File: src/rtl/nanaseg_readback_pkg.sv
// Shared constants and types for the 7-segment display readback monitor:
// digit segment patterns, select-bit positions, slot/state enums and helpers.
package nanaseg_pkg;

    // Digit select bits on the display bus (active high)
    localparam int SEL_ONES_BIT = 7;
    localparam int SEL_TENS_BIT = 8;
    localparam int SEL_HUND_BIT = 11;
    localparam logic [11:0] SEL_MASK = 12'h980;

    // Segment patterns (active-low segments, select bits cleared)
    localparam logic [11:0] PAT_0 = 12'b000000010100;
    localparam logic [11:0] PAT_1 = 12'b011000010111;
    localparam logic [11:0] PAT_2 = 12'b001000001100;
    localparam logic [11:0] PAT_3 = 12'b001000000101;
    localparam logic [11:0] PAT_4 = 12'b010000000111;
    localparam logic [11:0] PAT_5 = 12'b000001000101;
    localparam logic [11:0] PAT_6 = 12'b000001000100;
    localparam logic [11:0] PAT_7 = 12'b000000010111;
    localparam logic [11:0] PAT_8 = 12'b000000000100;
    localparam logic [11:0] PAT_9 = 12'b000000000101;

    // Indexed by digit value
    localparam logic [9:0][11:0] DIGIT_PATS = {PAT_9, PAT_8, PAT_7, PAT_6, PAT_5,
                                               PAT_4, PAT_3, PAT_2, PAT_1, PAT_0};

    typedef enum logic [2:0] {
        SLOT_NONE,
        SLOT_ONES,
        SLOT_TENS,
        SLOT_HUNDREDS,
        SLOT_BAD
    } slot_t;

    typedef enum logic [1:0] {
        WAIT_ONES,
        HAVE_ONES,
        HAVE_TENS
    } state_t;

    // Which digit slot a bus sample belongs to; zero or several selects are unusable
    function automatic slot_t classify_select(input logic [11:0] bus_word);
        slot_t slot;
        case ({bus_word[SEL_HUND_BIT], bus_word[SEL_TENS_BIT], bus_word[SEL_ONES_BIT]})
            3'b000:  slot = SLOT_NONE;
            3'b001:  slot = SLOT_ONES;
            3'b010:  slot = SLOT_TENS;
            3'b100:  slot = SLOT_HUNDREDS;
            default: slot = SLOT_BAD;
        endcase
        return slot;
    endfunction

    // Three BCD digits to binary; digits are 0-9 so the result never exceeds 999
    function automatic logic [10:0] bcd3_to_bin(input logic [3:0] h,
                                                input logic [3:0] t,
                                                input logic [3:0] o);
        return 11'(h) * 11'd100 + 11'(t) * 11'd10 + 11'(o);
    endfunction

endpackage

File: src/rtl/nanaseg_readback_if.sv
// Display bus sample in, decoded score and status flags out.
// slave: the monitor itself; master: whoever drives the bus and reads results.
interface nanaseg_readback_if #(
    parameter int ERR_CNT_W = 8
);
    logic [11:0]          seg_in;
    logic [10:0]          score;
    logic                 score_valid;
    logic                 frame_valid;
    logic                 score_changed;
    logic                 sync_err;
    logic                 pat_err;
    logic [ERR_CNT_W-1:0] err_count;

    modport master (
        output seg_in,
        input  score, score_valid, frame_valid, score_changed,
        input  sync_err, pat_err, err_count
    );

    modport slave (
        input  seg_in,
        output score, score_valid, frame_valid, score_changed,
        output sync_err, pat_err, err_count
    );
endinterface

File: src/rtl/nanaseg_pattern_to_digit.sv
// Combinational segment-pattern to BCD digit decoder. The pattern must already
// have the select bits cleared; anything outside the ten known shapes is invalid.
module nanaseg_pattern_to_digit
    import nanaseg_pkg::*;
(
    input  logic [11:0] pattern,
    output logic [3:0]  digit,
    output logic        valid
);
    logic [9:0] hit;

    genvar gi;
    generate
        for (gi = 0; gi < 10; gi++) begin : g_cmp
            assign hit[gi] = (pattern == DIGIT_PATS[gi]);
        end
    endgenerate

    // Encode the (at most one) matching pattern into its digit value
    always_comb begin
        digit = '0;
        for (int i = 0; i < 10; i++) begin
            if (hit[i]) begin
                digit = 4'(i);
            end
        end
    end

    assign valid = |hit;
endmodule

File: src/rtl/nanaseg_readback.sv
// Display-bus monitor: registers the segment/select bus, reassembles
// ones/tens/hundreds frames, debounces the score and counts bus errors.
module nanaseg_readback
    import nanaseg_pkg::*;
#(
    parameter int STABLE_FRAMES = 2,
    parameter int ERR_CNT_W     = 8
) (
    input  logic               CLOCK10M,
    input  logic               RESET_N,
    nanaseg_readback_if.slave  bus
);
    localparam logic [3:0] STABLE_CNT = 4'(STABLE_FRAMES);

    // Input stage; seg_vld_reg marks that seg_reg holds a real sample rather
    // than its reset value, so the first cycle after reset is not an error.
    logic [11:0] seg_reg;
    logic        seg_vld_reg;

    // Frame assembly
    state_t      state_reg, state_next;
    logic [3:0]  ones_reg, ones_next;
    logic [3:0]  tens_reg, tens_next;
    logic        frame_fire, sync_fire, pat_fire;

    // Debounce and outputs
    logic [10:0]          cand_reg, cand_next;
    logic [3:0]           match_reg, match_next;
    logic [10:0]          score_reg, score_next;
    logic                 score_valid_reg, score_valid_next;
    logic                 score_changed_next;
    logic                 score_changed_reg;
    logic                 frame_valid_reg;
    logic                 sync_err_reg;
    logic                 pat_err_reg;
    logic [ERR_CNT_W-1:0] err_count_reg, err_count_next;

    slot_t       slot;
    logic [11:0] seg_mask;
    logic [3:0]  digit;
    logic        digit_ok;
    logic [10:0] frame_value;

    assign slot     = classify_select(seg_reg);
    assign seg_mask = seg_reg & ~SEL_MASK;

    nanaseg_pattern_to_digit u_decode (
        .pattern (seg_mask),
        .digit   (digit),
        .valid   (digit_ok)
    );

    // Current sample is the hundreds digit whenever a frame completes
    assign frame_value = bcd3_to_bin(digit, tens_reg, ones_reg);

    // Register the raw display bus once on entry
    always_ff @(posedge CLOCK10M or negedge RESET_N) begin
        if (!RESET_N) begin
            seg_reg     <= '0;
            seg_vld_reg <= 1'b0;
        end else begin
            seg_reg     <= bus.seg_in;
            seg_vld_reg <= 1'b1;
        end
    end

    // Frame FSM next state, digit capture and event decode
    always_comb begin
        state_next = state_reg;
        ones_next  = ones_reg;
        tens_next  = tens_reg;
        frame_fire = 1'b0;
        sync_fire  = 1'b0;
        pat_fire   = 1'b0;
        if (seg_vld_reg) begin
            if (slot == SLOT_NONE || slot == SLOT_BAD) begin
                pat_fire   = 1'b1;
                state_next = WAIT_ONES;
            end else begin
                case (state_reg)
                    WAIT_ONES: begin
                        // Tens/hundreds here are just the rotation before lock-on
                        if (slot == SLOT_ONES) begin
                            if (digit_ok) begin
                                ones_next  = digit;
                                state_next = HAVE_ONES;
                            end else begin
                                pat_fire = 1'b1;
                            end
                        end
                    end
                    HAVE_ONES: begin
                        if (!digit_ok) begin
                            pat_fire   = 1'b1;
                            state_next = WAIT_ONES;
                        end else if (slot == SLOT_TENS) begin
                            tens_next  = digit;
                            state_next = HAVE_TENS;
                        end else if (slot == SLOT_ONES) begin
                            sync_fire  = 1'b1;
                            ones_next  = digit;
                            state_next = HAVE_ONES;
                        end else begin
                            sync_fire  = 1'b1;
                            state_next = WAIT_ONES;
                        end
                    end
                    HAVE_TENS: begin
                        if (!digit_ok) begin
                            pat_fire   = 1'b1;
                            state_next = WAIT_ONES;
                        end else if (slot == SLOT_HUNDREDS) begin
                            frame_fire = 1'b1;
                            state_next = WAIT_ONES;
                        end else if (slot == SLOT_ONES) begin
                            sync_fire  = 1'b1;
                            ones_next  = digit;
                            state_next = HAVE_ONES;
                        end else begin
                            sync_fire  = 1'b1;
                            state_next = WAIT_ONES;
                        end
                    end
                    default: state_next = WAIT_ONES;
                endcase
            end
        end
    end

    // Debounce completed frames into the published score; count errors
    always_comb begin
        cand_next          = cand_reg;
        match_next         = match_reg;
        score_next         = score_reg;
        score_valid_next   = score_valid_reg;
        score_changed_next = 1'b0;
        err_count_next     = err_count_reg;
        if (pat_fire || sync_fire) begin
            match_next = '0;
            if (err_count_reg != '1) begin
                err_count_next = err_count_reg + 1'b1;
            end
        end else if (frame_fire) begin
            if (frame_value == cand_reg) begin
                match_next = (match_reg >= STABLE_CNT) ? STABLE_CNT : match_reg + 4'd1;
            end else begin
                cand_next  = frame_value;
                match_next = 4'd1;
            end
            if (match_next == STABLE_CNT &&
                (score_reg != cand_next || !score_valid_reg)) begin
                score_next         = cand_next;
                score_valid_next   = 1'b1;
                score_changed_next = 1'b1;
            end
        end
    end

    // State and output registers
    always_ff @(posedge CLOCK10M or negedge RESET_N) begin
        if (!RESET_N) begin
            state_reg         <= WAIT_ONES;
            ones_reg          <= '0;
            tens_reg          <= '0;
            cand_reg          <= '0;
            match_reg         <= '0;
            score_reg         <= '0;
            score_valid_reg   <= 1'b0;
            score_changed_reg <= 1'b0;
            frame_valid_reg   <= 1'b0;
            sync_err_reg      <= 1'b0;
            pat_err_reg       <= 1'b0;
            err_count_reg     <= '0;
        end else begin
            state_reg         <= state_next;
            ones_reg          <= ones_next;
            tens_reg          <= tens_next;
            cand_reg          <= cand_next;
            match_reg         <= match_next;
            score_reg         <= score_next;
            score_valid_reg   <= score_valid_next;
            score_changed_reg <= score_changed_next;
            frame_valid_reg   <= frame_fire;
            sync_err_reg      <= sync_fire;
            pat_err_reg       <= pat_fire;
            err_count_reg     <= err_count_next;
        end
    end

    assign bus.score         = score_reg;
    assign bus.score_valid   = score_valid_reg;
    assign bus.frame_valid   = frame_valid_reg;
    assign bus.score_changed = score_changed_reg;
    assign bus.sync_err      = sync_err_reg;
    assign bus.pat_err       = pat_err_reg;
    assign bus.err_count     = err_count_reg;
endmodule

File: src/flat_wrapper.sv
// flat-port wrapper written by rule: the top's interface ports become plain ports
module nanaseg_readback_flat import nanaseg_pkg::*;
#(
    parameter int STABLE_FRAMES = 2,
    parameter int ERR_CNT_W     = 8
)
  (CLOCK10M, RESET_N, bus_seg_in, bus_score, bus_score_valid, bus_frame_valid, bus_score_changed, bus_sync_err, bus_pat_err, bus_err_count);
  nanaseg_readback_if #(.ERR_CNT_W(ERR_CNT_W)) bus_i ();
  input  logic CLOCK10M;
  input  logic RESET_N;
  input wire logic [$bits(bus_i.seg_in)-1:0] bus_seg_in;
  output wire logic [$bits(bus_i.score)-1:0] bus_score;
  output wire logic [$bits(bus_i.score_valid)-1:0] bus_score_valid;
  output wire logic [$bits(bus_i.frame_valid)-1:0] bus_frame_valid;
  output wire logic [$bits(bus_i.score_changed)-1:0] bus_score_changed;
  output wire logic [$bits(bus_i.sync_err)-1:0] bus_sync_err;
  output wire logic [$bits(bus_i.pat_err)-1:0] bus_pat_err;
  output wire logic [$bits(bus_i.err_count)-1:0] bus_err_count;
  assign bus_i.seg_in = bus_seg_in;
  assign bus_score = bus_i.score;
  assign bus_score_valid = bus_i.score_valid;
  assign bus_frame_valid = bus_i.frame_valid;
  assign bus_score_changed = bus_i.score_changed;
  assign bus_sync_err = bus_i.sync_err;
  assign bus_pat_err = bus_i.pat_err;
  assign bus_err_count = bus_i.err_count;
  nanaseg_readback #(.STABLE_FRAMES(STABLE_FRAMES), .ERR_CNT_W(ERR_CNT_W)) u_core (.CLOCK10M(CLOCK10M), .RESET_N(RESET_N), .bus(bus_i));
endmodule
File: config.mk
export PLATFORM = sky130hd
export DESIGN_NAME = nanaseg_readback_flat
export DESIGN_NICKNAME = d
export VERILOG_FILES = /design/src/rtl/nanaseg_readback_pkg.sv /design/src/rtl/nanaseg_readback_if.sv /design/src/rtl/nanaseg_pattern_to_digit.sv /design/src/rtl/nanaseg_readback.sv /design/src/flat_wrapper.sv
export SDC_FILE = /design/constraint.sdc
export NUM_CORES = 1
export LEC_CHECK = 0
export BUFFER_PORTS_ARGS = -buffer_cell sky130_fd_sc_hd__buf_2
export CORE_UTILIZATION = 60
export DETAILED_ROUTE_END_ITERATION = 8
export PLACE_DENSITY = 0.79
export SETUP_SLACK_MARGIN = 0.4
export SLEW_MARGIN = 20
export SYNTH_ARGS = -nofsm -noshare
export SYNTH_HDL_FRONTEND = slang
export SYNTH_SLANG_ARGS = --single-unit
File: constraint.sdc
create_clock -name CLOCK10M -period 11.5 [get_ports CLOCK10M]
set_clock_uncertainty 0.2 [all_clocks]
set_input_delay 0 -clock CLOCK10M [delete_from_list [all_inputs] [get_ports CLOCK10M]]
set_output_delay 0 -clock CLOCK10M [all_outputs]
set_load 0.02 [all_outputs]
; ---- Word level (Yosys, flattened, before mapping)
; Cells that the tools add are included.
[op_classes]
n_addsub = 4
mul = 2
order_cmp = 1
n_eq_ne = 31
n_mux = 56
bitwise = 2
reduce_logical = 18
[ops]
columns = op, n
row1 = 4-bit 2-to-1 mux, 21
row2 = 11-bit 2-to-1 mux, 3
row3 = 1-bit 2-to-1 mux, 21
row4 = 9-bit by 3-bit equality test with 1-bit output (second input constant), 2
row5 = 9-bit by 5-bit equality test with 1-bit output (second input constant), 2
row6 = 9-bit by 7-bit equality test with 1-bit output (second input constant), 2
row7 = 9-bit by 8-bit equality test with 1-bit output (second input constant), 2
row8 = 9-bit equality test (second input constant), 2
row9 = 2-bit 2-to-1 mux, 6
row10 = 3-bit one-hot mux with 4 select lines, 1
row11 = 4-bit one-hot mux with 3 select lines, 1
row12 = 11-bit by 4-bit adder with 11-bit output, 1
row13 = 11-bit by 8-bit adder with 11-bit output, 1
row14 = 11-bit equality test, 1
row15 = 11-bit inequality test, 1
row16 = 10-bit OR reduction, 1
row17 = 3-bit by 2-bit equality test with 1-bit output (second input constant), 3
row18 = 4-bit by 5-bit multiplier with 9-bit output (second input constant), 1
row19 = 9-bit AND reduction, 1
row20 = 8-bit by 1-bit adder with 8-bit output (second input constant), 1
row21 = 2-bit by 1-bit inequality test with 1-bit output (second input constant), 4
row22 = 8-bit inequality test (second input constant), 1
row23 = 4-bit by 3-bit multiplier with 7-bit output (second input constant), 1
row24 = 3-bit by 1-bit equality test with 1-bit output (second input constant), 2
row25 = 22 further kinds, 32
[word_totals]
ff_bits = 62
in_bits = 14
out_inout_bits = 24
wordCells = 128

; ---- Logic depth before layout (Yosys ltp)
; Gate-level depths: netlist (run 1).
[depth]
word_depth = 23
ltp_mapped = 19
mapped_depth_nobuf = 18

; ---- Cells and area by module
; A second synthesis (run 1) with hierarchy kept.
[hier_totals]
cells_unflattened = 360
hier_area_um2 = 3906.2
[modules_own_cells]
columns = mod, instances, cells_each, area_per_inst_um2, seq_area_each_um2
row1 = nanaseg_readback, 1, 322, 3658.5, 1551.5
row2 = nanaseg_pattern_to_digit, 1, 38, 247.7, 0.0

; ---- Worst setup path before layout (run 1)
; OpenSTA, ideal clock, no wires.
[synth_timing]
kind = flip-flop to flip-flop
startpoint = register u_core.seg_reg[9]
endpoint = register u_core.score_reg[0], in the netlist u_core.bus.score[0]
setup_time_ns = 0.125
t_arrival_ns = 5.430
t_required_ns = 11.175
path_slack_ns = 5.746
stages_incl_launch_ff = 19
n_path_buf = 3
period_less_slack_ns = 5.754
cell_sequence = dfrtp_1 buf_6 or4b_1 buf_2 nor2_1 nand3_1 a21oi_1 ha_1 fa_1 ha_1 ha_1 buf_2 or2b_2 nand2_1 mux2_2 a2111o_1 or4bb_1 a2111oi_4 mux2_2
[synth_between]
word_cells_on_any_way = 51
classes_between = add/sub: 2 / mul: 1 / eq/ne: 13 / mux: 29 / bitwise: 1 / reduce/logical: 5
[synth_lines]
columns = item, line_no
row1 = start: declaration, nanaseg_readback.sv:17  ; logic [11:0] seg_reg;
row2 = start signal: assignment, nanaseg_readback.sv:62  ; seg_reg <= bus.seg_in;
row3 = 9-bit by 8-bit equality test with 1-bit output, nanaseg_pattern_to_digit.sv:15  ; assign hit[gi] = (pattern == DIGIT_PATS[gi]);
row4 = 4-bit 2-to-1 mux (7 in series), nanaseg_pattern_to_digit.sv:23  ; if (hit[i]) begin
row5 = 4-bit 2-to-1 mux *, nanaseg_pattern_to_digit.sv:23
row6 = via u_core.digit[1], nanaseg_readback.sv:40  ; logic [3:0] digit;
row7 = 4-bit by 5-bit multiplier with 9-bit output *, nanaseg_readback_pkg.sv:58  ; return 11'(h) * 11'd100 + 11'(t) * 11'd10 + 11'(o);
row8 = 11-bit by 8-bit adder with 11-bit output *, nanaseg_readback_pkg.sv:58
row9 = 11-bit by 4-bit adder with 11-bit output *, nanaseg_readback_pkg.sv:58
row10 = 11-bit equality test, nanaseg_readback.sv:144  ; if (frame_value == cand_reg) begin
row11 = 11-bit 2-to-1 mux, nanaseg_readback.sv:144
row12 = 11-bit 2-to-1 mux, nanaseg_readback.sv:143  ; end else if (frame_fire) begin
row13 = 11-bit 2-to-1 mux, nanaseg_readback.sv:138  ; if (pat_fire || sync_fire) begin
row14 = 11-bit inequality test, nanaseg_readback.sv:151  ; (score_reg != cand_next || !score_valid_reg)) begin
row15 = 1-bit logical OR, nanaseg_readback.sv:151
row16 = 1-bit logical AND, nanaseg_readback.sv:150  ; if (match_next == STABLE_CNT &&
row17 = 3-bit AND reduction (no line), -
row18 = end signal: assignment, nanaseg_readback.sv:180  ; score_reg <= score_next;
row19 = end: declaration, nanaseg_readback.sv:29  ; logic [10:0] score_reg, score_next;
; The timed path passes the listed nets; every way through them passes the cells marked *. The select of a mux whose other input is x is not followed.
; A chain may end at the register's enable or synchronous reset.

; ---- Final worst setup path (run 1)
; Ends and elaborated chain as after synthesis.

==> run summary, run 1 <==
Synth Register Bits -> 62
GP Congestion -> 0.919
Static Leakage -> 2.33 nW
Minimum clock period -> 6.15 ns
Slew Limit Fails -> 0
Worst Setup Path Type -> flop to flop
Fillcell total -> 483
Ys flop type -> dfrtp_1
Hold Vio Cnt, Final -> 0
Detail Route Antenna Nets -> 0
Flop pwr share -> 0.500
CP Data Required Time -> 11.52 ns
EDFF count, synth -> 0
Post-synth net total -> 451
Core Rows -> 29
Vias in the first global route -> 3,120
Core outline area -> 6490 µm²
Starting density of the core -> 0.632
Ant diodes -> 0
H-tree levels -> 3
Comb pwr share -> 0.166
Initial DRC Count -> 139
Synth area leaders -> dfrtp_1, ha_1, xor2_1
Root buf cell -> clkbuf_8
Post-route DRC -> 0
Sw Share -> 0.302
P_int -> 351 µW
Dominant cell type by area after synthesis -> dfrtp_1
Post-DR wirelength/cell -> 16.1 µm
Die Width -> 84.7 µm
Endpoint class of the critical path -> flop
Ports -> 38
Post-route cell area -> 4640 µm²
First-pass GRT wire length -> 14.4 mm
Worst-Skew Late Latency -> 0.34 ns
Largest net degree at the start of global routing -> 63
Worst-path maximum fanout -> 9
Ys Warns -> 0
Port bufs -> 37
Async set-reset flop share out of synthesis -> 1.00
Clk pwr share -> 0.334
Max Cap Viol -> 0
Post-synth top area share -> 0.378
Routed wire length -> 8.62 mm
Layout cells sized above 1 -> 0.190
Synth unique cells -> 75
Worst hold path class -> input port to flop
Total grt overflow -> 0
PD cells -> 109 nW/µm²
Clk slew on worst S/H paths -> 0.07 ns
CTS Buffer Depth -> 2
Dpl cells -> 507
Final setup vio count -> 0
Part of the cycle the worst path needs -> 0.535
Tot Pwr -> 503 µW
Final HPWL DP -> 6.30 mm
CTS tree -> built
Setup TNS -> 0 ns
Max reg flops -> 12
Placed cell area -> 4340 µm²
Worst VDD drop -> 0.000127 V
Sw power -> 152 µW
Final nets -> 502
Cells after Synth -> 403
Mapped Area -> 4110 µm²
Post-CTS sizing -> 0
Vias per cell -> 5.95
Sink Count -> 62
Register-to-register setup slack -> 5.35 ns
Fmax -> 163 MHz
Initial antenna violation count -> 0
Max_slew headroom -> 0.435
Drt first pass iters -> 7
Status -> completed
Die height -> 84.7 µm
Crit path launch type -> flop
P&R area growth vs syn -> 12.9%
Die area -> 7180 µm²
Avg Cell Area, Syn -> 10.2 µm²
Register area share after synthesis -> 0.378
RSZ-0062 raised after global routing -> false
Total GRT Usage -> 0.259
CTS buffer count -> 9
Layout Cells excl Fill -> 535
Vias -> 3,184
Worst-Margin Slew -> 0.843 ns
Critical path arrival -> 6.17 ns
==> power groups by stage <==
| stage | sequential [mW] | clock (mW) | combinational [mW] |
|---|---|---|---|
| 4_1_cts | 0.251 | 0.172 | 0.0838 |
| 6_report | 0.252 | 0.168 | 0.0834 |
| 3_3_place_gp | 0.254 | 0 | 0.0781 |
| 5_1_grt | 0.255 | 0.180 | 0.0935 |
| 3_5_place_dp | 0.255 | 0 | 0.0798 |
| 2_1_floorplan | 0.265 | 0 | 0.0421 |
==> critical path, stage by stage, from the launching register on <==
cell	delay, ns
dfrtp_1	0.46
or4b_1	0.65
nor2_1	0.20
nand3_1	0.09
a21oi_1	0.30
ha_1	0.33
fa_1	0.48
ha_1	0.29
ha_1	0.41
or2b_2	0.35
nand2_1	0.08
mux2_2	0.34
a2111o_1	0.33
or4bb_1	0.52
a2111oi_4	0.58
mux2_2	0.41
==> cells in the mapped netlist, drive strengths merged (5+ instances only) <==
library cell and n:
nand2 33, buf 5, xnor2 16, and2 6, nor3 7, nor2b 6, fa 5, xor2 20
a21oi 14, clkbuf 6, nor4 6, mux2i 7, nand2b 9, nor2 18, dfrtp 62, o21ai 15
nor3b 5, inv 27, and3 7, mux2 13, nand3 14, ha 29
==> metal layers <==
| metal | vias to the layer above | part of all wire | GRT usage |
|---|---|---|---|
| met5 | - | 0 | 0 |
| met4 | 0 | 0.019 | 0.0847 |
| met3 | 19 | 0.041 | 0.0619 |
| met2 | 90 | 0.49 | 0.445 |
| met1 | 1537 | 0.45 | 0.323 |
| li1 | 1538 | - | - |
==> metrics by stage <==
stage	hold slack, ns	util	worst slack [ns]
finish	0.0957	0.714	5.35
global route	0.0828	0.714	4.95
CTS	0.0867	0.714	5.39
detailed placement	-0.0907	0.668	5.43
floorplan	-0.496	-	5.75
global placement	-0.0922	0.668	5.53
==> cell families after synthesis <==
logic type,Yosys count,share of synthesized area
flops,62,0.378
buf+inv,39,0.0396
other cells,1,0.000913
simple gates,136,0.189
fa+ha+maj,34,0.113
mux,20,0.0527
xor+xnor,40,0.0999
compound gates,71,0.128
==> path summary, 6_finish.rpt <==
kind / cells after the start / start / end
worst max-delay path: 15 / u_core.seg_reg[9]$_DFF_PN0_ / u_core.bus.score[0]$_DFFE_PN0P_
worst min-delay path: 2 / bus_seg_in[2] / u_core.seg_reg[2]$_DFF_PN0_
worst max register to register: 15 / u_core.seg_reg[9]$_DFF_PN0_ / u_core.bus.score[0]$_DFFE_PN0P_
worst min register to register: 2 / u_core.cand_reg[10]$_DFFE_PN0P_ / u_core.cand_reg[10]$_DFFE_PN0P_
max in group asynchronous: 3 / RESET_N / u_core.bus.err_count[1]$_DFFE_PN0P_
min in group asynchronous: 3 / RESET_N / u_core.cand_reg[7]$_DFFE_PN0P_
==> layout by cell type (no fill, tap or decap), types with 3 or more instances in the layout <==
cell type / instances
nand4_1: 3
inv_1: 27
buf_2: 37
nor4_1: 5
xnor2_1: 16
mux2_2: 13
clkbuf_8: 10
o21ai_0: 15
a211oi_1: 4
nor3_1: 7
a21oi_1: 13
ha_1: 29
dfrtp_1: 62
nand2b_1: 9
nor3b_1: 5
a2111oi_0: 3
and3_2: 3
xor2_1: 20
o31ai_1: 4
or2_2: 3
and2_1: 6
fa_1: 5
dlygate4sd3_1: 13
nand2_1: 33
nand4b_1: 4
mux2i_1: 7
nor2b_1: 6
nand3_1: 14
and3_1: 4
nor2_1: 18
==> layout make-up <==
cell class | instances | area [µm²] | share of cell area
Clock buffer | 12 | 145 | 0.0313
Clock inverter | 3 | 21.3 | 0.00459
Inverter | 28 | 105 | 0.0227
Multi-Input combinational cell | 302 | 2390 | 0.516
Sequential cell | 62 | 1550 | 0.335
Tap cell | 77 | 96.3 | 0.0208
Timing Repair Buffer | 51 | 323 | 0.0696
==> what timing repair did <==
item | in CTS | in global routing
endpoints found under the hold margin | 74 | 0
hold buffers | 13 | 0
setup buffers | 0 | 0
(Power assumes the default switching activity.)
==> inputs of run 2 (changes only) <==
Clock period 11.5 ns to 5.7 ns, I/O delays scaled along.
==> run 2 against run 1 <==
Effect of this change:
- clock-buffer cell count shrank 2
- combinational power rose by 110%
- via count grew 3.9%
- core utilization rose by 7.0 points
- wire length grew 10%
- setup slack worse by 5.0 ns
- worst hold slack got worse by 0.0053 ns
- clock power up 100%
- register-to-register slack worse by 5.0 ns
- final cell count increased by 4.5%
- global-route usage grew 1.1 points
- total power rose by 100%
- largest power group unchanged
==> run summary, run 2 (synthesis gave the netlist of run 1 again) <==
Sink Count -> 62 (unchanged)
GP Congestion -> 0.930 (was 0.919)
PD cells -> 201 nW/µm² (was 109 nW/µm²)
Total grt overflow -> 0 (unchanged)
CP bufs+invs -> 1 (was 0)
Worst-path cell chain -> or4b_4, nor2_4, nand3_2, a21oi_4, ha_4, fa_1, ha_4, ha_4, xnor2_2, mux2i_2, o31ai_2, a2111o_1, or4bb_4, a2111oi_4, buf_6, mux2_4 (was or4b_1, nor2_1, nand3_1, a21oi_1, ha_1, fa_1, ha_1, ha_1, or2b_2, nand2_1, mux2_2, a2111o_1, or4bb_1, a2111oi_4, mux2_2)
Final nets -> 525 (was 502)
Area of the multi-input gates -> 2660 µm² (was 2390 µm²)
Stages on the worst setup path -> 16 (was 15)
Vias per cell -> 5.92 (was 5.95)
Initial DRC Count -> 145 (was 139)
Critical path's most frequent cell -> ha_4 (was ha_1)
Fillcell total -> 396 (was 483)
WHS -> 0.0903 ns (was 0.0957 ns)
Drt first pass iters -> 6 (was 7)
Ports -> 38 (unchanged)
Clk slew on worst S/H paths -> 0.07 ns (about the same)
Commonest non-fill, non-tap cell in the layout -> dfrtp_1 (unchanged)
Crit-path slowest cell -> or4b_4 (was or4b_1)
Final setup vio count -> 0 (unchanged)
Largest net degree at the start of global routing -> 63 (unchanged)
Fmax -> 187 MHz (was 163 MHz)
Worst hold path class -> input port to flop (unchanged)
Max Cap Viol -> 0 (unchanged)
Die area -> 7180 µm² (unchanged)
Part of the cycle the worst path needs -> 0.939 (was 0.535)
Total GRT Usage -> 0.270 (was 0.259)
FF-to-FF path depth -> 16 (was 15)
Slowest stage delay, CP -> 0.57 ns (was 0.65 ns)
Starting density of the core -> 0.632 (unchanged)
Crit path launch type -> flop (unchanged)
CTS buffer count -> 9 (unchanged)
Vias in the first global route -> 3,158 (was 3,120)
Die Width -> 84.7 µm (unchanged)
RSZ-0062 raised after global routing -> true (was false)
Vias -> 3,309 (was 3,184)
Post-route DRC -> 0 (unchanged)
Crit-path leading delay family -> simple AND/OR/NAND/NOR gates (unchanged)
P&R area growth vs syn -> 23.9% (was 12.9%)
Register Area -> 1560 µm² (was 1550 µm²)
Max reg flops -> 12 (unchanged)
Static Leakage -> 2.48 nW (was 2.33 nW)
Port bufs -> 37 (unchanged)
Worst-Skew Late Latency -> 0.35 ns (was 0.34 ns)
Fin util -> 0.783 (was 0.714)
Endpoint class of the critical path -> flop (unchanged)
Slew Limit Fails -> 0 (unchanged)
Final HPWL DP -> 6.46 mm (was 6.30 mm)
Initial antenna violation count -> 0 (unchanged)
Worst VDD drop -> 0.000203 V (was 0.000127 V)
Critical path arrival -> 5.39 ns (was 6.17 ns)
First-pass GRT wire length -> 15.0 mm (was 14.4 mm)
Setup TNS -> 0 ns (unchanged)
Status -> completed (unchanged)
Die height -> 84.7 µm (unchanged)
Ant diodes -> 0 (unchanged)
Routed wire length -> 9.50 mm (was 8.62 mm)
CP Data Required Time -> 5.74 ns (was 11.52 ns)
Layout cells sized above 1 -> 0.315 (was 0.190)
Hold Vio Cnt, Final -> 0 (unchanged)
Post-route cell area -> 5090 µm² (was 4640 µm²)
Post-DR wirelength/cell -> 17.0 µm (was 16.1 µm)
Root buf cell -> clkbuf_8 (unchanged)
Worst-Margin Slew -> 0.829 ns (was 0.843 ns)
CTS Buffer Depth -> 2 (unchanged)
Minimum clock period -> 5.35 ns (was 6.15 ns)
H-tree levels -> 3 (unchanged)
Core outline area -> 6490 µm² (unchanged)
Commonest non-fill, non-tap cells in the layout -> dfrtp_1, buf_2, nand2_1 (unchanged)
Core Rows -> 29 (unchanged)
Worst-path maximum fanout -> 5 (was 9)
Detail Route Antenna Nets -> 0 (unchanged)
CTS tree -> built (unchanged)
Placed cell area -> 4450 µm² (was 4340 µm²)
Max_slew headroom -> 0.444 (was 0.435)
Worst Setup Path Type -> flop to flop (unchanged)
Hold depth -> 2 (unchanged)
==> run 2: routing by layer <==
metal / routed length [µm] / up-vias / GRT usage
met4: 341 / 0 / 0.139
met3: 326 / 27 / 0.0413
met5: 0 / - / 0
met1: 4160 / 1609 / 0.350
li1: - / 1587 / -
met2: 4670 / 86 / 0.441
==> run 2: where the power goes <==
part	internal [mW]	switching, mW
clock	0.157	0.180
sequential	0.470	0.0386
combinational	0.0747	0.102
total	0.702	0.321
==> run 2: metrics by stage <==
step / power [mW] / worst slack, ns / std cells
3_3_place_gp: 0.673 / 0.294 / 517
5_1_grt: 1.07 / 0.230 / 559
6_report: 1.02 / 0.348 / 559
4_1_cts: 1.02 / 0.413 / 551
2_1_floorplan: 0.621 / 0.0797 / 403
3_5_place_dp: 0.679 / 0.175 / 517
==> run 2: final cells by class <==
| type | instances | share of cell area |
|---|---|---|
| repair buffers | 74 | 0.0996 |
| multi-input cells | 302 | 0.523 |
| inverters | 28 | 0.0207 |
| clock inverters | 6 | 0.00738 |
| well taps | 77 | 0.0189 |
| flip-flops and latches | 62 | 0.306 |
| clock buffers | 10 | 0.0251 |
==> run 2: worst paths after layout <==
check	endpoint	startpoint	slack [ns]
hold / removal	u_core.seg_reg[9]$_DFF_PN0_	bus_seg_in[9]	0.09
hold reg to reg	u_core.cand_reg[2]$_DFFE_PN0P_	u_core.cand_reg[2]$_DFFE_PN0P_	0.29
min in group asynchronous	u_core.bus.score[7]$_DFFE_PN0P_	RESET_N	0.12
max in group asynchronous	u_core.seg_reg[6]$_DFF_PN0_	RESET_N	4.60
setup / recovery	u_core.bus.score[2]$_DFFE_PN0P_	u_core.seg_reg[3]$_DFF_PN0_	0.35
setup reg to reg	u_core.bus.score[2]$_DFFE_PN0P_	u_core.seg_reg[3]$_DFF_PN0_	0.35
==> run 2: repair_timing <==
action / CTS / global route
setup buffers: 4 / 8
endpoints found under the hold margin: 74 / 0
endpoints found under the setup margin: 12 / 13
cloned: 1 / 0
resized for setup: 9 / 38
pin swaps: 2 / 18
hold buffers: 13 / 0
==> inputs of run 3 (changes only) <==
Settings changed: CORE_MARGIN set to 3.
==> run 3 against run 2 <==
Effect of this change:
- first-iteration DRC count grew 55%
- non-clock buffer count stayed put
- register-to-register slack barely moved
- fmax about the same
- sequential share of layout area about the same
- critical endpoint is now u_core.bus.score[6]$_DFFE_PN0P_
- final area is 0.17% higher
- sequential power about the same
- clock-buffer cell count grew 1
- wire length up 2.0%
- core utilization rose by 0.13 points
- critical path type unchanged
- final cell count unchanged
- setup slack gained 0.00054 ns
- largest power group unchanged
==> run summary, run 3 (synthesis gave the netlist of run 1 again) <==
Worst r2r src -> u_core.seg_reg[9]$_DFF_PN0_ (was u_core.seg_reg[3]$_DFF_PN0_)
Sink Count -> 62 (unchanged)
Ant diodes -> 0 (unchanged)
Commonest non-fill, non-tap cells in the layout -> dfrtp_1, buf_2, nand2_1 (unchanged)
Root buf cell -> clkbuf_8 (unchanged)
Commonest non-fill, non-tap cell in the layout -> dfrtp_1 (unchanged)
H-tree levels -> 3 (unchanged)
Worst-path maximum fanout -> 7 (was 5)
Starting density of the core -> 0.632 (unchanged)
Die height -> 88.7 µm (was 84.7 µm)
Worst-Margin Slew -> 0.840 ns (was 0.829 ns)
Static Leakage -> 2.49 nW (was 2.48 nW)
RSZ-0062 raised after global routing -> true (unchanged)
Layout cells sized above 1 -> 0.309 (was 0.315)
Minimum clock period -> 5.35 ns (about the same)
Routed wire length -> 9.69 mm (was 9.50 mm)
First-pass GRT wire length -> 14.9 mm (was 15.0 mm)
Post-DR wirelength/cell -> 17.3 µm (was 17.0 µm)
Die area -> 7870 µm² (was 7180 µm²)
Core outline area -> 6490 µm² (unchanged)
Worst hold path class -> input port to flop (unchanged)
P&R area growth vs syn -> 24.1% (was 23.9%)
Slew Limit Fails -> 0 (unchanged)
Drt first pass iters -> 5 (was 6)
Start point of the critical path -> u_core.seg_reg[9]$_DFF_PN0_ (was u_core.seg_reg[3]$_DFF_PN0_)
Largest net degree at the start of global routing -> 63 (unchanged)
Die Width -> 88.7 µm (was 84.7 µm)
CTS Buffer Depth -> 2 (unchanged)
Crit path launch type -> flop (unchanged)
Max reg flops -> 12 (unchanged)
Final HPWL DP -> 6.35 mm (was 6.46 mm)
PD cells -> 212 nW/µm² (was 201 nW/µm²)
Worst-Skew Late Latency -> 0.34 ns (was 0.35 ns)
Tot Pwr -> 1.08 mW (was 1.02 mW)
Detail Route Antenna Nets -> 0 (unchanged)
Port bufs -> 37 (unchanged)
Status -> completed (unchanged)
Post-route DRC -> 0 (unchanged)
Hold Vio Cnt, Final -> 0 (unchanged)
Max Cap Viol -> 0 (unchanged)
Max_slew headroom -> 0.437 (was 0.444)
Hold Path Origin -> bus_seg_in[4] (was bus_seg_in[9])
Vias -> 3,371 (was 3,309)
Total grt overflow -> 0 (unchanged)
Setup TNS -> 0 ns (unchanged)
Endpoint class of the critical path -> flop (unchanged)
Critical path arrival -> 5.38 ns (was 5.39 ns)
Clk slew on worst S/H paths -> 0.07 ns (about the same)
Total GRT Usage -> 0.245 (was 0.270)
Initial DRC Count -> 225 (was 145)
CP Data Required Time -> 5.72 ns (was 5.74 ns)
Fmax -> 187 MHz (about the same)
Ports -> 38 (unchanged)
CTS tree -> built (unchanged)
Final setup vio count -> 0 (unchanged)
Vias in the first global route -> 3,132 (was 3,158)
Part of the cycle the worst path needs -> 0.939 (about the same)
Worst Setup Path Type -> flop to flop (unchanged)
GP Congestion -> 0.892 (was 0.930)
Vias per cell -> 6.03 (was 5.92)
Final nets -> 525 (unchanged)
Core Rows -> 29 (unchanged)
Worst VDD drop -> 0.000264 V (was 0.000203 V)
Initial antenna violation count -> 0 (unchanged)
CTS buffer count -> 9 (unchanged)
run 3: cell count changes in the layout (fill, tap and decap cells not counted), sizes merged:
| cell | before | now |
|---|---|---|
| clkbuf | 10 | 11 |
| bufinv | 0 | 1 |
| clkinv | 6 | 4 |
run 3: final timing paths:
kind	to	cells after the start	slack [ns]
max in group asynchronous	u_core.seg_reg[10]$_DFF_PN0_	3	4.59
worst max register to register	u_core.bus.score[6]$_DFFE_PN0P_	17	0.35
worst min register to register	u_core.bus.err_count[6]$_DFFE_PN0P_	1	0.29
min in group asynchronous	u_core.bus.score[9]$_DFFE_PN0P_	3	0.14
worst min-delay path	u_core.seg_reg[4]$_DFF_PN0_	2	0.09
worst max-delay path	u_core.bus.score[6]$_DFFE_PN0P_	17	0.35
run 3: metal layers:
metal | wire, µm | global-route usage
met5 | 0 | 0
met4 | 323 | 0.103
met3 | 343 | 0.0438
met2 | 4850 | 0.395
met1 | 4170 | 0.325
run 3: report_power, final:
part / leakage, nW / switching, mW / total (mW) / internal [mW]
combinational: 1.57 / 0.103 / 0.178 / 0.0751
sequential: 0.817 / 0.0387 / 0.509 / 0.471
clock: 0.104 / 0.178 / 0.393 / 0.215
run 3: per-stage QoR:
step	utilization	instance area (µm²)	hold WS, ns	setup WS [ns]	std cells
after floorplan	-	4160	-0.496	0.0797	403
after global placement	0.686	4450	-0.0924	0.293	517
after detailed placement	0.686	4450	-0.0906	0.123	517
after CTS	0.748	4860	0.0840	0.366	550
after global routing	0.785	5100	0.0884	0.156	559
final	0.785	5100	0.0894	0.348	559
run 3: final cells by class:
| cell class | count | area [µm²] |
|---|---|---|
| Sequential cell | 62 | 1560 |
| Clock buffer | 11 | 141 |
| Multi-Input combinational cell | 302 | 2640 |
| Tap cell | 77 | 96.3 |
| Timing Repair Buffer | 74 | 500 |
| Fill cell | 426 | 1400 |
| Inverter | 28 | 105 |
| Clock inverter | 5 | 57.6 |
run 3: what timing repair did:
item                                    in CTS  in global routing
endpoints found under the hold margin       74                  0
pin swaps                                    2                 11
cloned                                       1                  0
hold buffers                                13                  0
endpoints found under the setup margin      12                 16
buffers inserted                             3                  9
resized for setup                           11                 31
run 3: worst max-delay path, stage by stage, from the launching register on:
cell,delay (ns)
dfrtp_2,0.41
or4b_4,0.56
nor2_4,0.11
nand3_2,0.11
a21oi_4,0.25
ha_4,0.24
fa_2,0.55
ha_4,0.21
ha_4,0.29
buf_6,0.12
nor2_1,0.06
mux2i_1,0.21
o31ai_2,0.12
a2111o_1,0.40
or4bb_4,0.55
a2111oi_4,0.35
buf_6,0.19
mux2_4,0.30
